## config.mk

```make
export PLATFORM = sky130hd
export DESIGN_NAME = vram_arbiter_flat
export DESIGN_NICKNAME = d
export VERILOG_FILES = /design/src/rtl/vram_arbiter_if.sv /design/src/rtl/vram_arbiter.sv /design/src/flat_wrapper.sv
export SDC_FILE = /design/constraint.sdc
export NUM_CORES = 1
export LEC_CHECK = 0
export ABC_AREA = 1
export CORE_UTILIZATION = 35
export DETAILED_ROUTE_END_ITERATION = 12
export GPL_TIMING_DRIVEN = 0
export PLACE_DENSITY = 0.7
export SYNTH_ARGS = -nofsm -noshare
export SYNTH_HDL_FRONTEND = slang
export SYNTH_SLANG_ARGS = --single-unit
```

## constraint.sdc

```tcl
create_clock -name clk -period 6.5 [get_ports clk]
set_clock_uncertainty 0.1 [all_clocks]
set_input_delay 1.3 -clock clk [delete_from_list [all_inputs] [get_ports clk]]
set_output_delay 1.3 -clock clk [all_outputs]
set_load 0.02 [all_outputs]
```

## src/rtl/vram_arbiter_if.sv

```systemverilog
// vram_arbiter_if: requester, page-flip and VRAM port bundle for vram_arbiter.
// slave = arbiter side, master = requesters plus VRAM macro side.
interface vram_arbiter_if #(
    parameter int DATA_W = 16,
    parameter int OFS_W  = 14
);
    logic              vsync;

    logic              scan_req;
    logic [OFS_W-1:0]  scan_addr;
    logic              scan_ack;
    logic              scan_rvalid;
    logic [DATA_W-1:0] scan_rdata;

    logic              rast_req;
    logic [1:0]        rast_page;
    logic [OFS_W-1:0]  rast_addr;
    logic [DATA_W-1:0] rast_wdata;
    logic [3:0]        rast_wmask;
    logic              rast_ack;

    logic              cpy_req;
    logic              cpy_we;
    logic [OFS_W+1:0]  cpy_addr;
    logic [DATA_W-1:0] cpy_wdata;
    logic              cpy_ack;
    logic              cpy_rvalid;
    logic [DATA_W-1:0] cpy_rdata;

    logic              flip_req;
    logic [1:0]        flip_page;
    logic [1:0]        disp_page;
    logic              flip_done;

    logic              mem_en;
    logic              mem_we;
    logic [OFS_W+1:0]  mem_addr;
    logic [DATA_W-1:0] mem_wdata;
    logic [3:0]        mem_wmask;
    logic [DATA_W-1:0] mem_rdata;

    modport slave (
        input  vsync,
        input  scan_req, scan_addr,
        output scan_ack, scan_rvalid, scan_rdata,
        input  rast_req, rast_page, rast_addr, rast_wdata, rast_wmask,
        output rast_ack,
        input  cpy_req, cpy_we, cpy_addr, cpy_wdata,
        output cpy_ack, cpy_rvalid, cpy_rdata,
        input  flip_req, flip_page,
        output disp_page, flip_done,
        output mem_en, mem_we, mem_addr, mem_wdata, mem_wmask,
        input  mem_rdata
    );

    modport master (
        output vsync,
        output scan_req, scan_addr,
        input  scan_ack, scan_rvalid, scan_rdata,
        output rast_req, rast_page, rast_addr, rast_wdata, rast_wmask,
        input  rast_ack,
        output cpy_req, cpy_we, cpy_addr, cpy_wdata,
        input  cpy_ack, cpy_rvalid, cpy_rdata,
        output flip_req, flip_page,
        input  disp_page, flip_done,
        input  mem_en, mem_we, mem_addr, mem_wdata, mem_wmask,
        output mem_rdata
    );
endinterface

```

## src/rtl/vram_arbiter.sv

```systemverilog
// vram_arbiter: shares the single-port VRAM between scanout, rasterizer and
// copy engine, and commits display page flips on the vsync rising edge.
module vram_arbiter #(
    parameter int DATA_W = 16,
    parameter int OFS_W  = 14,
    parameter int RD_LAT = 2
) (
    input logic           clk,
    input logic           reset,
    vram_arbiter_if.slave bus
);

    typedef enum logic [1:0] {
        SRC_NONE,
        SRC_SCAN,
        SRC_RAST,
        SRC_CPY
    } src_e;

    src_e              win;
    src_e              rd_src;
    logic              rr_rast;
    logic              scan_ok;
    logic              rast_ok;
    logic              cpy_ok;
    logic              vsync_q;
    logic              pend_valid;
    logic [1:0]        pend_page;
    logic [RD_LAT-1:0] tag_scan;
    logic [RD_LAT-1:0] tag_cpy;
    logic [DATA_W-1:0] scan_hold;
    logic [DATA_W-1:0] cpy_hold;

    // Pick this cycle's winner; a requester being acked now sits out.
    always_comb begin
        scan_ok = bus.scan_req && !bus.scan_ack;
        rast_ok = bus.rast_req && !bus.rast_ack;
        cpy_ok  = bus.cpy_req && !bus.cpy_ack;
        win     = SRC_NONE;
        if (scan_ok)
            win = SRC_SCAN;
        else if (rast_ok && cpy_ok)
            win = rr_rast ? SRC_RAST : SRC_CPY;
        else if (rast_ok)
            win = SRC_RAST;
        else if (cpy_ok)
            win = SRC_CPY;
    end

    // Register acks and the VRAM command; idle cycles hold address/data.
    always_ff @(posedge clk or posedge reset) begin
        if (reset) begin
            bus.scan_ack  <= 1'b0;
            bus.rast_ack  <= 1'b0;
            bus.cpy_ack   <= 1'b0;
            bus.mem_en    <= 1'b0;
            bus.mem_we    <= 1'b0;
            bus.mem_addr  <= '0;
            bus.mem_wdata <= '0;
            bus.mem_wmask <= '0;
            rr_rast       <= 1'b1;
            rd_src        <= SRC_NONE;
        end else begin
            bus.scan_ack <= (win == SRC_SCAN);
            bus.rast_ack <= (win == SRC_RAST);
            bus.cpy_ack  <= (win == SRC_CPY);
            bus.mem_en   <= (win != SRC_NONE);
            // Only a contested rast/cpy cycle moves the pointer to the loser.
            if (rast_ok && cpy_ok && !scan_ok)
                rr_rast <= (win == SRC_CPY);
            rd_src <= SRC_NONE;
            unique case (win)
                SRC_SCAN: begin
                    bus.mem_we    <= 1'b0;
                    bus.mem_addr  <= {bus.disp_page, bus.scan_addr};
                    bus.mem_wmask <= 4'h0;
                    rd_src        <= SRC_SCAN;
                end
                SRC_RAST: begin
                    bus.mem_we    <= 1'b1;
                    bus.mem_addr  <= {bus.rast_page, bus.rast_addr};
                    bus.mem_wdata <= bus.rast_wdata;
                    bus.mem_wmask <= bus.rast_wmask;
                end
                SRC_CPY: begin
                    bus.mem_we    <= bus.cpy_we;
                    bus.mem_addr  <= bus.cpy_addr;
                    bus.mem_wdata <= bus.cpy_wdata;
                    bus.mem_wmask <= {4{bus.cpy_we}};
                    rd_src        <= bus.cpy_we ? SRC_NONE : SRC_CPY;
                end
                SRC_NONE: begin
                    bus.mem_we <= 1'b0;
                end
            endcase
        end
    end

    // Read tag pipeline: tag leaves the last stage RD_LAT cycles after mem_en.
    always_ff @(posedge clk or posedge reset) begin
        if (reset) begin
            tag_scan <= '0;
            tag_cpy  <= '0;
        end else begin
            tag_scan <= (tag_scan << 1) | RD_LAT'(rd_src == SRC_SCAN);
            tag_cpy  <= (tag_cpy << 1) | RD_LAT'(rd_src == SRC_CPY);
        end
    end

    // Keep the last returned word per requester for the non-valid cycles.
    always_ff @(posedge clk or posedge reset) begin
        if (reset) begin
            scan_hold <= '0;
            cpy_hold  <= '0;
        end else begin
            if (tag_scan[RD_LAT-1])
                scan_hold <= bus.mem_rdata;
            if (tag_cpy[RD_LAT-1])
                cpy_hold <= bus.mem_rdata;
        end
    end

    // In the valid cycle rdata is the RAM port itself, so no extra latency.
    assign bus.scan_rvalid = tag_scan[RD_LAT-1];
    assign bus.cpy_rvalid  = tag_cpy[RD_LAT-1];
    assign bus.scan_rdata  = tag_scan[RD_LAT-1] ? bus.mem_rdata : scan_hold;
    assign bus.cpy_rdata   = tag_cpy[RD_LAT-1] ? bus.mem_rdata : cpy_hold;

    // Flip scheduler: commit the pending page on a vsync rise, last request wins.
    always_ff @(posedge clk or posedge reset) begin
        if (reset) begin
            vsync_q       <= 1'b0;
            pend_valid    <= 1'b0;
            pend_page     <= 2'd0;
            bus.disp_page <= 2'd0;
            bus.flip_done <= 1'b0;
        end else begin
            vsync_q       <= bus.vsync;
            bus.flip_done <= 1'b0;
            if (bus.vsync && !vsync_q && pend_valid) begin
                bus.disp_page <= pend_page;
                bus.flip_done <= 1'b1;
                pend_valid    <= 1'b0;
            end
            // A request on the edge cycle is kept for the following vsync.
            if (bus.flip_req) begin
                pend_page  <= bus.flip_page;
                pend_valid <= 1'b1;
            end
        end
    end

endmodule

```

## src/flat_wrapper.sv

```systemverilog
// flat-port wrapper written by rule: the top's interface ports become plain ports
module vram_arbiter_flat 
#(
    parameter int DATA_W = 16,
    parameter int OFS_W  = 14,
    parameter int RD_LAT = 2
)
  (clk, reset, bus_vsync, bus_scan_req, bus_scan_addr, bus_scan_ack, bus_scan_rvalid, bus_scan_rdata, bus_rast_req, bus_rast_page, bus_rast_addr, bus_rast_wdata, bus_rast_wmask, bus_rast_ack, bus_cpy_req, bus_cpy_we, bus_cpy_addr, bus_cpy_wdata, bus_cpy_ack, bus_cpy_rvalid, bus_cpy_rdata, bus_flip_req, bus_flip_page, bus_disp_page, bus_flip_done, bus_mem_en, bus_mem_we, bus_mem_addr, bus_mem_wdata, bus_mem_wmask, bus_mem_rdata);
  vram_arbiter_if #(.DATA_W(DATA_W), .OFS_W(OFS_W)) bus_i ();
  input logic clk;
  input logic reset;
  input wire logic [$bits(bus_i.vsync)-1:0] bus_vsync;
  input wire logic [$bits(bus_i.scan_req)-1:0] bus_scan_req;
  input wire logic [$bits(bus_i.scan_addr)-1:0] bus_scan_addr;
  output wire logic [$bits(bus_i.scan_ack)-1:0] bus_scan_ack;
  output wire logic [$bits(bus_i.scan_rvalid)-1:0] bus_scan_rvalid;
  output wire logic [$bits(bus_i.scan_rdata)-1:0] bus_scan_rdata;
  input wire logic [$bits(bus_i.rast_req)-1:0] bus_rast_req;
  input wire logic [$bits(bus_i.rast_page)-1:0] bus_rast_page;
  input wire logic [$bits(bus_i.rast_addr)-1:0] bus_rast_addr;
  input wire logic [$bits(bus_i.rast_wdata)-1:0] bus_rast_wdata;
  input wire logic [$bits(bus_i.rast_wmask)-1:0] bus_rast_wmask;
  output wire logic [$bits(bus_i.rast_ack)-1:0] bus_rast_ack;
  input wire logic [$bits(bus_i.cpy_req)-1:0] bus_cpy_req;
  input wire logic [$bits(bus_i.cpy_we)-1:0] bus_cpy_we;
  input wire logic [$bits(bus_i.cpy_addr)-1:0] bus_cpy_addr;
  input wire logic [$bits(bus_i.cpy_wdata)-1:0] bus_cpy_wdata;
  output wire logic [$bits(bus_i.cpy_ack)-1:0] bus_cpy_ack;
  output wire logic [$bits(bus_i.cpy_rvalid)-1:0] bus_cpy_rvalid;
  output wire logic [$bits(bus_i.cpy_rdata)-1:0] bus_cpy_rdata;
  input wire logic [$bits(bus_i.flip_req)-1:0] bus_flip_req;
  input wire logic [$bits(bus_i.flip_page)-1:0] bus_flip_page;
  output wire logic [$bits(bus_i.disp_page)-1:0] bus_disp_page;
  output wire logic [$bits(bus_i.flip_done)-1:0] bus_flip_done;
  output wire logic [$bits(bus_i.mem_en)-1:0] bus_mem_en;
  output wire logic [$bits(bus_i.mem_we)-1:0] bus_mem_we;
  output wire logic [$bits(bus_i.mem_addr)-1:0] bus_mem_addr;
  output wire logic [$bits(bus_i.mem_wdata)-1:0] bus_mem_wdata;
  output wire logic [$bits(bus_i.mem_wmask)-1:0] bus_mem_wmask;
  input wire logic [$bits(bus_i.mem_rdata)-1:0] bus_mem_rdata;
  assign bus_i.vsync = bus_vsync;
  assign bus_i.scan_req = bus_scan_req;
  assign bus_i.scan_addr = bus_scan_addr;
  assign bus_scan_ack = bus_i.scan_ack;
  assign bus_scan_rvalid = bus_i.scan_rvalid;
  assign bus_scan_rdata = bus_i.scan_rdata;
  assign bus_i.rast_req = bus_rast_req;
  assign bus_i.rast_page = bus_rast_page;
  assign bus_i.rast_addr = bus_rast_addr;
  assign bus_i.rast_wdata = bus_rast_wdata;
  assign bus_i.rast_wmask = bus_rast_wmask;
  assign bus_rast_ack = bus_i.rast_ack;
  assign bus_i.cpy_req = bus_cpy_req;
  assign bus_i.cpy_we = bus_cpy_we;
  assign bus_i.cpy_addr = bus_cpy_addr;
  assign bus_i.cpy_wdata = bus_cpy_wdata;
  assign bus_cpy_ack = bus_i.cpy_ack;
  assign bus_cpy_rvalid = bus_i.cpy_rvalid;
  assign bus_cpy_rdata = bus_i.cpy_rdata;
  assign bus_i.flip_req = bus_flip_req;
  assign bus_i.flip_page = bus_flip_page;
  assign bus_disp_page = bus_i.disp_page;
  assign bus_flip_done = bus_i.flip_done;
  assign bus_mem_en = bus_i.mem_en;
  assign bus_mem_we = bus_i.mem_we;
  assign bus_mem_addr = bus_i.mem_addr;
  assign bus_mem_wdata = bus_i.mem_wdata;
  assign bus_mem_wmask = bus_i.mem_wmask;
  assign bus_i.mem_rdata = bus_mem_rdata;
  vram_arbiter #(.DATA_W(DATA_W), .OFS_W(OFS_W), .RD_LAT(RD_LAT)) u_core (.clk(clk), .reset(reset), .bus(bus_i));
endmodule
```

==> key figures <==
Global route
  – GRT Util Overall: 0.201
  – GRT met2 Usage: 0.352
  – Met3 Use GR: 0.0599
  – Initial antenna violation count: 0
  – Largest net degree at the start of global routing: 52
  – Gr ovfl total: 0
  – Busiest layer in global routing: met2
  – Number of global-route vias before repair: 3550
  – Met1 GRT Util: 0.235
  – First-pass GRT wire length: 17.7 mm

Synthesis
  – Synth async-reset ratio: 1.00
  – Synth cell count leaders: nand2_1 (114), dfrtp_1 (86), inv_1 (38)
  – Mapped Area: 3910 sq um
  – Seq/Total Area, Yosys: 0.558
  – Largest area contributor in the netlist: dfrtp_1
  – Synth Warn #: 0
  – Top cell type's share of synthesized area: 0.551
  – Main synth FF type: dfrtp_1
  – Syn_area_per_cell: 9.69 sq um
  – Netlist cell types: 29
  – Synth area leaders: dfrtp_1 (55%), nand2_1 (11%), mux2_2 (9.2%)
  – Mapped Nets: 511
  – Top-count cell post-synth: nand2_1
  – Post-synth EDFFs: 0
  – Flops & latches, synth: 87
  – Post-Synthesis Cells: 403

Worst setup path
  – FF-to-FF End: u_core.bus.mem_wmask[3]
  – Worst R2R Path Depth: 7
  – Worst path cell trace: clkdlybuf4s50_1, mux2_2, clkdlybuf4s50_1
  – Most frequent CP cell: clkdlybuf4s50_1
  – CP top delay family: buffers and inverters
  – Critical path peak fanout: 2
  – Crit path max-delay cell type: clkdlybuf4s50_1
  – Crit path DAT: 2570 ps
  – Crit Path Class: input port to output pin
  – Worst path required time: 5100 ps
  – Setup crit start kind: input port
  – RR Startpoint: u_core.rr_rast
  – R2R setup slack: 4800 ps
  – Buf/Inv on CP: 2
  – Setup crit end kind: output pin
  – Largest stage delay, worst path: 540 ps
  – WP depth: 3

Drt
  – First DRT Iteration DRCs: 134
  – # DRC: 0
  – Post-Route WL: 11.4 mm
  – DRT antenna net count: 0
  – Vias: 3475
  – Wirelength per Cell: 15.3 um
  – Router iterations before antenna repair: 4
  – Drt via density: 4.66

CTS
  – Htree depth: 3
  – Worst-case clock buffer depth: 2
  – CTS buffer count: 9
  – Skew-Pair Late Insertion Delay: 350 ps
  – Clk slew on worst S/H paths: 90 ps
  – CTS tree: yes
  – Setup bufs post-CTS: 0
  – Hold bufs inserted after CTS: 0
  – Sink Count: 87
  – Post-CTS Resized: 0
  – CTS Root Cell: clkbuf_8

Hold path
  – Hold endpoint: u_core.tag_scan[1]
  – WHS Path Cells: 0
  – Hold WC Path Type: register to register
  – Min-delay src: u_core.tag_scan[0]

Timing
  – Setup TNS: 0 ps
  – Worst slew pin tran: 482 ps
  – Final setup fails: 0
  – Slew Limit Fails: 0
  – RSZ-0062 raised after global routing: false
  – Relative slew slack: 0.679
  – Max Fclk: 0.252 GHz
  – Final worst path period need: 3970 ps
  – Final Hold Fails: 0
  – WHS: 253 ps
  – Post-route clock period utilization: 0.611

Floorplanning
  – Number of I/O pins: 186
  – Die Width: 108 um
  – Initial core utilization: 0.360
  – Cell row count: 38
  – Core Footprint: 10800 sq um
  – Die Area: 11600 sq um
  – Die height: 108 um

Placement
  – GPL Wtd Cong: 0.774
  – DPL Wire Length: 8.84 mm
  – IO buf count: 185

Layout
  – Fillcell total: 984
  – Ant. Diodes: 0
  – Reg area: 2180 sq um
  – Fraction of layout instances using a drive strength above 1: 0.150
  – Area Growth Syn to Fin: 57.0%
  – Nets: 708
  – Multi-input logic area: 1460 sq um

Job
  – MaxCap Viol Count: 0

Outcome
  – Status: completed

Power and ir drop
  – Leak pwr: 2.83 nW
  – Worst VDD drop: 0.150 mV
  – Pwr Density: 319 nW/um^2
[where the power goes]
group          internal, mW  total (mW)  switching [mW]
sequential            0.689       0.748          0.0596
combinational         0.425       0.871           0.446
clock                 0.142       0.341           0.199
total                  1.26        1.96           0.705
[metal layers]
| metal | part of all wire | up-vias |
|---|---|---|
| met5 | 0 | - |
| met4 | 0.010 | 0 |
| met3 | 0.091 | 11 |
| met2 | 0.49 | 141 |
| met1 | 0.41 | 1630 |
| li1 | - | 1693 |
[logic make-up (layout without fill, tap and decap cells)]
family	count (synthesis)	in the layout	share of synthesized area
AND/OR/NAND/NOR	199	199	0.250
flip-flops	87	87	0.558
buffers and inverters	62	264	0.0689
multiplexers	32	32	0.0922
XOR/XNOR	1	1	0.00224
AO/OA/AOI/OAI	22	22	0.0288
[state kept, by name (all words and copies together), names as in the netlist, 2 cells and up]
register / cells
u_core.tag_scan: 2
u_core.scan_hold: 16
u_core.bus.mem_addr: 16
u_core.cpy_hold: 16
u_core.bus.disp_page: 2
u_core.bus.mem_wmask: 4
u_core.tag_cpy: 2
u_core.bus.mem_wdata: 16
u_core.rd_src: 2
u_core.pend_page: 2
[layout make-up]
type / count / share of cell area
plain buffers: 18 / 0.0169
clock buffers: 10 / 0.0208
clock inverters: 6 / 0.00714
inverters: 44 / 0.0273
multi-input cells: 254 / 0.238
flip-flops and latches: 87 / 0.355
well taps: 140 / 0.0286
repair buffers: 186 / 0.306
[through the flow]
step	utilization	power, mW	cell area (sq um)	std cells	setup WS, ps
after CTS	0.566	1.98	6130	745	2520
after floorplan	-	1.20	3910	403	2850
after detailed placement	0.550	1.64	5960	729	2530
final	0.566	1.96	6130	745	2530
after global placement	0.547	1.61	5930	728	1540
after global routing	0.566	2.08	6130	745	2490
[how the worst max path moves through the flow]
stage	from	to
2_1_floorplan	reset	u_core.bus.cpy_ack
3_3_place_gp	reset	u_core.bus.mem_wdata[5]
3_5_place_dp	bus_mem_rdata[2]	bus_cpy_rdata[2]
4_1_cts	bus_mem_rdata[4]	bus_cpy_rdata[4]
5_1_grt	bus_mem_rdata[15]	bus_scan_rdata[15]
6_report	bus_mem_rdata[12]	bus_scan_rdata[12]
[cell usage in the layout, fill, tap and decap left out, types with 2 or more instances in the layout]
cell type and n:
clkbuf_8 9, clkinv_2 2, inv_6 3, buf_2 11, clkdlybuf4s50_1 185, or2_0 5
o21ai_1 6, inv_1 37, nand3_1 24, nand2_1 114, dfrtp_1 86, nand4_1 27
nand3_2 3, nor2_1 8, mux2_2 32, a21oi_1 4, inv_2 6, nand2_4 2
nand2_2 3, o21ai_0 11, or2_2 7, clkbuf_1 4, buf_6 2, buf_4 2
(Power assumes the default switching activity.)
